`config.mk`:
```
export PLATFORM = sky130hd
export DESIGN_NAME = spi_cmd_slave_flat
export DESIGN_NICKNAME = d
export VERILOG_FILES = /design/src/rtl/spi_cmd_slave_if.sv /design/src/rtl/spi_cmd_slave.sv /design/src/flat_wrapper.sv
export SDC_FILE = /design/constraint.sdc
export NUM_CORES = 1
export LEC_CHECK = 0
export CORE_MARGIN = 5
export CORE_UTILIZATION = 54
export DETAILED_ROUTE_END_ITERATION = 8
export PLACE_DENSITY = 0.81
export SYNTH_ARGS = -nofsm -noshare
export SYNTH_HDL_FRONTEND = slang
export SYNTH_SLANG_ARGS = --single-unit
```
`constraint.sdc`:
```
create_clock -name clk -period 2.3 [get_ports clk]
set_clock_uncertainty 0.05 [all_clocks]
set_input_delay 0.23 -clock clk [delete_from_list [all_inputs] [get_ports clk]]
set_output_delay 0.23 -clock clk [all_outputs]
set_load 0.1 [all_outputs]
```
`src/rtl/spi_cmd_slave_if.sv`:
```
// SPI pins plus write-frame handshake for spi_cmd_slave.
// The slave modport belongs to the SPI slave; the master modport belongs to the board-control side.
interface spi_cmd_slave_if #(
  parameter int CMD_W   = 41,
  parameter int REPLY_W = 6
);
  logic               spi_clk;
  logic               spi_cs;
  logic               spi_mosi;
  logic               spi_miso;
  logic [REPLY_W-1:0] status;
  logic [CMD_W-1:0]   data;
  logic               dready;
  logic               ack;
  logic               frame_err;

  modport slave (
    input  spi_clk, spi_cs, spi_mosi, status, ack,
    output spi_miso, data, dready, frame_err
  );

  modport master (
    output spi_clk, spi_cs, spi_mosi, status, ack,
    input  spi_miso, data, dready, frame_err
  );
endinterface

```
`src/rtl/spi_cmd_slave.sv`:
```
// SPI command slave: synchronised SCLK/CS/MOSI, write frames on a dready/ack handshake, status read on MISO.
// Optional even-parity trailer bit on write frames when SPI_CMD_PARITY_EN is defined.
module spi_cmd_slave #(
  parameter int            CMD_W       = 41,
  parameter int            OP_W        = 4,
  parameter logic [OP_W-1:0] RD_OPCODE = 4'b1000,
  parameter int            REPLY_W     = 6,
  parameter bit            SAMPLE_RISE = 1'b1,
  parameter int            SYNC_STAGES = 2
) (
  input logic          clk,
  input logic          rst,
  spi_cmd_slave_if.slave bus
);

`ifdef SPI_CMD_PARITY_EN
  localparam int unsigned FRAME_W = CMD_W + 1;
`else
  localparam int unsigned FRAME_W = CMD_W;
`endif
  localparam int unsigned CNT_W  = $clog2(FRAME_W + 1);
  localparam int unsigned RCNT_W = $clog2(REPLY_W + 1);

  typedef enum logic [1:0] {S_IDLE, S_RECV, S_REPLY, S_DISCARD} state_t;

  logic [SYNC_STAGES-1:0] r_sclk_sync, r_cs_sync, r_mosi_sync;
  logic                   r_sclk_d, r_cs_d;

  state_t               r_state;
  logic [FRAME_W-1:0]   r_shreg;
  logic [CNT_W-1:0]     r_cnt;
  logic [REPLY_W-1:0]   r_rep;
  logic [RCNT_W-1:0]    r_rcnt;
  logic                 r_miso;
  logic [CMD_W-1:0]     r_data;
  logic                 r_dready;
  logic                 r_frame_err;
  logic                 r_armed;
  logic                 r_overrun;

  logic                 w_sclk, w_cs_s, w_mosi;
  logic                 w_rise, w_fall, w_sample, w_drive, w_cs_rise;
  logic [FRAME_W-1:0]   w_shreg_nx;
  logic [CNT_W-1:0]     w_cnt_nx;

  // CS chain resets to "selected" so a frame in flight at reset is not picked up mid-way.
  always_ff @(posedge clk) begin
    if (rst) begin
      r_sclk_sync <= '0;
      r_cs_sync   <= '0;
      r_mosi_sync <= '0;
      r_sclk_d    <= 1'b0;
      r_cs_d      <= 1'b0;
    end else begin
      r_sclk_sync <= {r_sclk_sync[SYNC_STAGES-2:0], bus.spi_clk};
      r_cs_sync   <= {r_cs_sync[SYNC_STAGES-2:0], bus.spi_cs};
      r_mosi_sync <= {r_mosi_sync[SYNC_STAGES-2:0], bus.spi_mosi};
      r_sclk_d    <= r_sclk_sync[SYNC_STAGES-1];
      r_cs_d      <= r_cs_sync[SYNC_STAGES-1];
    end
  end

  assign w_sclk     = r_sclk_sync[SYNC_STAGES-1];
  assign w_cs_s     = r_cs_sync[SYNC_STAGES-1];
  assign w_mosi     = r_mosi_sync[SYNC_STAGES-1];
  assign w_rise     = w_sclk & ~r_sclk_d;
  assign w_fall     = ~w_sclk & r_sclk_d;
  assign w_sample   = SAMPLE_RISE ? w_rise : w_fall;
  assign w_drive    = SAMPLE_RISE ? w_fall : w_rise;
  assign w_cs_rise  = w_cs_s & ~r_cs_d;
  assign w_shreg_nx = {r_shreg[FRAME_W-2:0], w_mosi};
  assign w_cnt_nx   = r_cnt + CNT_W'(1);

  always_ff @(posedge clk) begin
    if (rst) begin
      r_state     <= S_IDLE;
      r_shreg     <= '0;
      r_cnt       <= '0;
      r_rep       <= '0;
      r_rcnt      <= '0;
      r_miso      <= 1'b0;
      r_data      <= '0;
      r_dready    <= 1'b0;
      r_frame_err <= 1'b0;
      r_armed     <= 1'b0;
      r_overrun   <= 1'b0;
    end else begin
      r_frame_err <= 1'b0;
      if (w_cs_s) r_armed <= 1'b1;
      if (r_dready && bus.ack) r_dready <= 1'b0;

      case (r_state)
        S_IDLE: begin
          r_miso <= 1'b0;
          r_cnt  <= '0;
          r_rcnt <= '0;
          if (!w_cs_s && r_armed) begin
            if (r_dready) begin
              r_overrun <= 1'b1;
              r_state   <= S_DISCARD;
            end else begin
              r_state   <= S_RECV;
            end
          end
        end

        // A completed frame is committed one clk after its last bit, even if CS rises meanwhile.
        S_RECV: begin
          r_miso <= 1'b0;
          if (r_cnt == CNT_W'(FRAME_W)) begin
`ifdef SPI_CMD_PARITY_EN
            if (^r_shreg) begin
              r_frame_err <= 1'b1;
            end else begin
              r_data   <= r_shreg[FRAME_W-1:1];
              r_dready <= 1'b1;
            end
`else
            r_data   <= r_shreg;
            r_dready <= 1'b1;
`endif
            r_state <= S_DISCARD;
          end else if (w_cs_rise) begin
            if (r_cnt != '0) r_frame_err <= 1'b1;
            r_state <= S_IDLE;
          end else if (w_sample) begin
            r_shreg <= w_shreg_nx;
            r_cnt   <= w_cnt_nx;
            if (w_cnt_nx == CNT_W'(OP_W) && w_shreg_nx[OP_W-1:0] == RD_OPCODE) begin
              r_rep   <= bus.status;
              r_rcnt  <= '0;
              r_state <= S_REPLY;
            end
          end
        end

        S_REPLY: begin
          if (w_cs_rise) begin
            r_miso  <= 1'b0;
            r_state <= S_IDLE;
          end else if (w_drive) begin
            if (r_rcnt == RCNT_W'(REPLY_W)) begin
              r_miso  <= 1'b0;
              r_state <= S_DISCARD;
            end else begin
              r_miso <= r_rep[0];
              r_rep  <= r_rep >> 1;
              r_rcnt <= r_rcnt + RCNT_W'(1);
            end
          end
        end

        S_DISCARD: begin
          r_miso <= 1'b0;
          if (w_cs_s) begin
            if (r_overrun) r_frame_err <= 1'b1;
            r_overrun <= 1'b0;
            r_state   <= S_IDLE;
          end
        end

        default: r_state <= S_IDLE;
      endcase
    end
  end

  assign bus.spi_miso  = r_miso;
  assign bus.data      = r_data;
  assign bus.dready    = r_dready;
  assign bus.frame_err = r_frame_err;

endmodule

```
`src/flat_wrapper.sv`:
```
// flat-port wrapper written by rule: the top's interface ports become plain ports
module spi_cmd_slave_flat 
#(
  parameter int            CMD_W       = 41,
  parameter int            OP_W        = 4,
  parameter logic [OP_W-1:0] RD_OPCODE = 4'b1000,
  parameter int            REPLY_W     = 6,
  parameter bit            SAMPLE_RISE = 1'b1,
  parameter int            SYNC_STAGES = 2
)
  (clk, rst, bus_spi_clk, bus_spi_cs, bus_spi_mosi, bus_status, bus_ack, bus_spi_miso, bus_data, bus_dready, bus_frame_err);
  spi_cmd_slave_if #(.CMD_W(CMD_W), .REPLY_W(REPLY_W)) bus_i ();
  input logic clk;
  input logic rst;
  input wire logic [$bits(bus_i.spi_clk)-1:0] bus_spi_clk;
  input wire logic [$bits(bus_i.spi_cs)-1:0] bus_spi_cs;
  input wire logic [$bits(bus_i.spi_mosi)-1:0] bus_spi_mosi;
  input wire logic [$bits(bus_i.status)-1:0] bus_status;
  input wire logic [$bits(bus_i.ack)-1:0] bus_ack;
  output wire logic [$bits(bus_i.spi_miso)-1:0] bus_spi_miso;
  output wire logic [$bits(bus_i.data)-1:0] bus_data;
  output wire logic [$bits(bus_i.dready)-1:0] bus_dready;
  output wire logic [$bits(bus_i.frame_err)-1:0] bus_frame_err;
  assign bus_i.spi_clk = bus_spi_clk;
  assign bus_i.spi_cs = bus_spi_cs;
  assign bus_i.spi_mosi = bus_spi_mosi;
  assign bus_i.status = bus_status;
  assign bus_i.ack = bus_ack;
  assign bus_spi_miso = bus_i.spi_miso;
  assign bus_data = bus_i.data;
  assign bus_dready = bus_i.dready;
  assign bus_frame_err = bus_i.frame_err;
  spi_cmd_slave #(.CMD_W(CMD_W), .OP_W(OP_W), .RD_OPCODE(RD_OPCODE), .REPLY_W(REPLY_W), .SAMPLE_RISE(SAMPLE_RISE), .SYNC_STAGES(SYNC_STAGES)) u_core (.clk(clk), .rst(rst), .bus(bus_i));
endmodule
```
### Word-level counts from Yosys, hierarchy flattened

Cells that the tools add are included.

* flip-flop bits (word level): 112
* output and inout bits: 44
* word-level logic and storage cells: 113

* $add $sub $neg: 2
* equal/unequal tests: 21
* muxes and demuxes: 48
* bitwise operators: 8
* reductions and logical operators: 18

Operator list (count)
* 6-bit two-way mux: 10
* 6-bit case mux with 2 select lines: 2
* 3-bit two-way mux: 7
* 2-bit two-way mux: 10
* 8-bit AND reduction: 2
* 1-bit two-way mux: 14
* 2-bit by 1-bit != test with 1-bit output, second input constant: 6
* 4-bit AND reduction: 3
* 3-bit case mux with 3 select lines: 1
* 2-bit != test, second input constant: 4
* 4-bit by 1-bit != test with 1-bit output, second input constant: 2
* 2-bit case mux with 4 select lines: 1
* 6-bit by 1-bit adder with 6-bit output, second input constant: 1
* 6-bit by 3-bit == test with 1-bit output, second input constant: 1
* 6-bit == test, second input constant: 1
* 3-bit by 1-bit != test with 1-bit output, second input constant: 2
* 1-bit case mux with 2 select lines: 3
* 6-bit AND reduction: 1
* 2-bit nonzero test: 3
* 6-bit nonzero test: 1
* 1-bit NOT: 5
* 2-bit == test, second input constant: 2
* 4-bit == test, second input constant: 1
* 3-bit by 1-bit adder with 3-bit output, second input constant: 1
* 9 further kinds: 13

### Logic depth before layout (Yosys ltp)

Gate-level depths: netlist (run 1).

* word-level depth: 8
* gate-level depth with buffers: 9
* gate-level depth less buffers: 7

### Worst setup path before layout (run 1)

OpenSTA, ideal clock, no wires.

* kind: reg-to-reg
* start point: reg u_core.r_state[0]
* end point: reg u_core.r_rep[0]
* arrival time: 1.540 ns
* required time: 2.159 ns
* setup slack: 0.620 ns
* cell stages (with the launch flop): 7
* path buffers: 3
* clock period less this slack: 1.680 ns
* cell sequence: dfxtp_1 buf_6 nand2b_4 buf_6 or4b_4 buf_6 a311oi_1

* longest elaborated chain between the ends: 3
* elaborated cells on any way between the ends: 12
* classes of those cells: eq/ne: 9; mux: 1; reduce/logical: 2

RTL lines
* start: declaration: RTL line spi_cmd_slave.sv:29 `state_t r_state;`
* start signal: assignment: RTL line spi_cmd_slave.sv:76 `r_state <= S_IDLE;`
* start signal: assignment: RTL line spi_cmd_slave.sv:100 `r_state <= S_DISCARD;`
* start signal: assignment: RTL line spi_cmd_slave.sv:102 `r_state <= S_RECV;`
* 2-bit == test / 2-bit by 1-bit == test with 1-bit output (equally long branches): RTL line spi_cmd_slave.sv:92 `case (r_state)`
* 2-bit by 1-bit != test with 1-bit output (no source line) (tied with other cells)
* 8-bit AND reduction (no source line)
* end signal: assignment: RTL line spi_cmd_slave.sv:130 `r_rep <= bus.status;`
* end signal: assignment: RTL line spi_cmd_slave.sv:147 `r_rep <= r_rep >> 1;`
* end: declaration: RTL line spi_cmd_slave.sv:32 `logic [REPLY_W-1:0] r_rep;`

Several ways; a longest one is shown, not always the timed one.
A chain may end at the register's enable or synchronous reset.

### Final worst setup path (run 1)

* start point: reg u_core.r_state[1]
* end point: reg u_core.r_rep[3]

Same word-level chain as after synthesis.

==> reports/qor.txt, run 1 <==
Area fraction of the dominant cell type after synthesis: 51.8%
Clock transition at the registers of the reported paths: 0.10 ns
Origin of the worst min-delay path: rst
Aggregate routed wire length: 8.78 mm
Max-cap violations: 0
Status: completed
Average wire length per cell after detail routing: 12.9 um
Proportion of synthesized flip-flops having asynchronous set or reset: 0%
Data arrival time of the critical path: 2.16 ns
Met3 routed WL: 357 um
Total CTS buffers: 9
Routed wire length on met2: 4.41 mm
Final min period: 1.97 ns
Post-CTS Resized: 0
Cts-stage hold buffer count: 0
Final setup violation count: 0
Startpoint of the most critical register-to-register path: u_core.r_state[1]
Vias in the first global route: 3373
Vias per cell: 5.27
Peak clock frequency supported by timing: 0.507 GHz
Number of cells on the worst hold path: 2
Leakage: 0.00174 uW
Antenna diode count: 0
Clock network latency to the later pin of the worst-skew pair: 0.37 ns
Wire length on met1: 3.94 mm
Total nets after synthesis: 550
Netlist area before placement: 4330 um2
Estimated wirelength of the detail-placed design: 5.92 mm
Gp weighted congestion: 0.789
Number of port buffers: 55
Number of remaining DRC errors: 0
Worst path required time: 2.49 ns
GRT Util Overall: 18.3%
Routed via count: 3575
Worst min-delay path endpoint: u_core.r_armed
Die boundary width: 99.6 um
Core outline area: 7770 um2
Number of post-CTS setup repair buffers: 0
Height of the die: 99.6 um
Area post-placement: 4830 um2
Starting Density: 55.8%
Clock Tree Buf Depth: 2
Number of flip-flops and latches in the synthesized netlist: 112
Maximum VDD drop: 0.400 mV
Final standard cell utilization of the core: 64.9%
Summed negative setup slack over all endpoints: 0 ns
Period utilisation layout: 85.8%
Total number of yosys warnings: 0
FP Rows: 32
Total I/O pin count: 56
RSZ-0062 raised after global routing: false
Clock Tree Root: clkbuf_8
Cell variety after synth: 46
Layout cells sized above 1: 14.7%
First-pass iteration count of the detailed router: 4
Initial DRC count: 122
Element type at the critical path start: flip-flop
Maximum fanout along the worst path: 13
Final-stage net count: 589
Reg-to-reg slack, setup: 0.33 ns
Share of synthesized area occupied by flip-flops and latches: 51.8%
R2r endpoint: u_core.r_rep[3]
Endpoint class of the critical path: flip-flop
CTS tree: built
Ranking of synthesized cells by area: dfxtp_1, nand2_1, a21oi_1
Total grt overflow: 0
Number of synthesized flops with an enable pin: 0
Mean instance size in the synthesized netlist: 8.13 um2
Count of final hold-check violations: 0
Relative slew slack: 67.6%
Final count of pins violating max slew: 0
Top layer in use: met4
Mapped Cells: 533
Most area-hungry cell type in the Yosys netlist: dfxtp_1
PD cells: 660 nW/um2
Worst Setup Path Type: reg -> reg
Type of the most critical hold path: in -> reg
Layout overhead on the synthesized area: 16.4%
Maximum number of pins on one net before global-route repair: 49
Transition time of the tightest slew-check pin: 0.485 ns
Global-route wire length before repair: 15.2 mm
Antenna violations before repair: 0
Die area: 9910 um2
Antenna-violating nets left: 0
Number of H-tree levels: 3
Most instantiated flip-flop cell in the synthesis netlist: dfxtp_1
CTS Sinks: 112
FF-to-FF path depth: 4
Finished Cell Area: 5040 um2
## routing by layer
layer	up-vias	track usage [%]
met5	-	0
met4	0	4.83
met1	1665	23.0
met3	6	4.35
met2	57	31.6
li1	1847	-
## power breakdown
part	internal, uW	switching (uW)	leakage (uW)
clock network	549	661	0.000101
logic	62.8	88.0	0.000733
registers	1950	16.5	0.000904
## cell usage after synthesis, types with 2 or more instances
| library cell | count |
|---|---|
| nand2_1 | 176 |
| a311oi_1 | 6 |
| nor3_1 | 2 |
| o22ai_1 | 2 |
| o21ai_0 | 2 |
| nand3b_1 | 2 |
| and3_1 | 2 |
| inv_1 | 12 |
| nand3_1 | 7 |
| a211oi_1 | 4 |
| clkbuf_1 | 22 |
| nor2b_1 | 8 |
| buf_6 | 4 |
| and2_1 | 2 |
| dfxtp_1 | 112 |
| a21oi_1 | 102 |
| nand4b_1 | 2 |
| a31oi_1 | 2 |
| a41oi_1 | 2 |
| nor2_1 | 15 |
| o31ai_1 | 2 |
| ha_1 | 5 |
| buf_2 | 10 |
| nand2b_1 | 5 |
| mux2_2 | 4 |
## critical path, cell delays in order, from the launching register on
cell and delay [ns]:
dfxtp_1 0.62, nand2b_4 0.17, or4b_4 0.64, a221oi_1 0.28, a311oi_1 0.08
## flip-flops by register name (all words and copies together), names as in the netlist, 2 cells and up
signal	flops
u_core.r_mosi_sync	2
u_core.bus.data	41
u_core.r_rcnt	3
u_core.r_rep	6
u_core.r_state	2
u_core.r_sclk_sync	2
u_core.r_cs_sync	2
u_core.r_shreg	41
u_core.r_cnt	6
## worst max path at each step
stage                                  from              end  slack (ns)  cells after the start
final                     u_core.r_state[1]  u_core.r_rep[3]        0.33                      4
after CTS                 u_core.r_state[1]  u_core.r_rep[3]        0.33                      4
after detailed placement  u_core.r_state[1]  u_core.r_rep[3]        0.35                      4
after global placement    u_core.r_state[1]  u_core.r_rep[3]        0.44                      4
after floorplan           u_core.r_state[0]  u_core.r_rep[0]        0.62                      6
after global routing      u_core.r_state[1]  u_core.r_rep[3]        0.19                      4
## cell type report
type / instances / area (um2)
clock inverters: 6 / 73.8
fillers: 679 / 2730
multi-input cells: 371 / 1870
flip-flops and latches: 112 / 2240
well taps: 102 / 128
inverters: 12 / 45.0
clock buffers: 10 / 138
repair buffers: 66 / 546
## logic make-up after synthesis
kind of cell	share of synthesized area, %
buf+inv	5.40
mux	1.27
compound gates	16.8
fa+ha+maj	1.44
flops	51.8
simple gates	23.3
## through the flow
stage / instances / total power, uW / setup slack, ns / hold slack (ns)
2_1_floorplan: 533 / 2120 / 0.620 / 0.308
3_3_place_gp: 663 / 2160 / 0.444 / 0.371
3_5_place_dp: 663 / 2160 / 0.352 / 0.391
4_1_cts: 679 / 3350 / 0.333 / 0.254
5_1_grt: 679 / 3480 / 0.185 / 0.280
6_report: 679 / 3330 / 0.327 / 0.248
## cells in the final DEF, fill, tap and decap left out, types with 4 or more instances in the layout
cell type        instances
a211oi_1                 4
inv_1                   12
clkbuf_8                10
ha_1                     5
nand2b_1                 5
nand2_1                176
clkdlybuf4s50_1         10
mux2_2                   4
a21oi_1                102
nand3_1                  6
dfxtp_1                112
a311oi_1                 6
nor2_1                  14
buf_4                   54
nor2b_1                  8
No activity file was read; power rests on OpenSTA's default activity.
==> inputs of run 2 (changes only) <==
TNS_END_PERCENT = 10   (was not set)
==> results of run 2 <==
The final DEF is identical to that of run 1; final timing and power are the same.
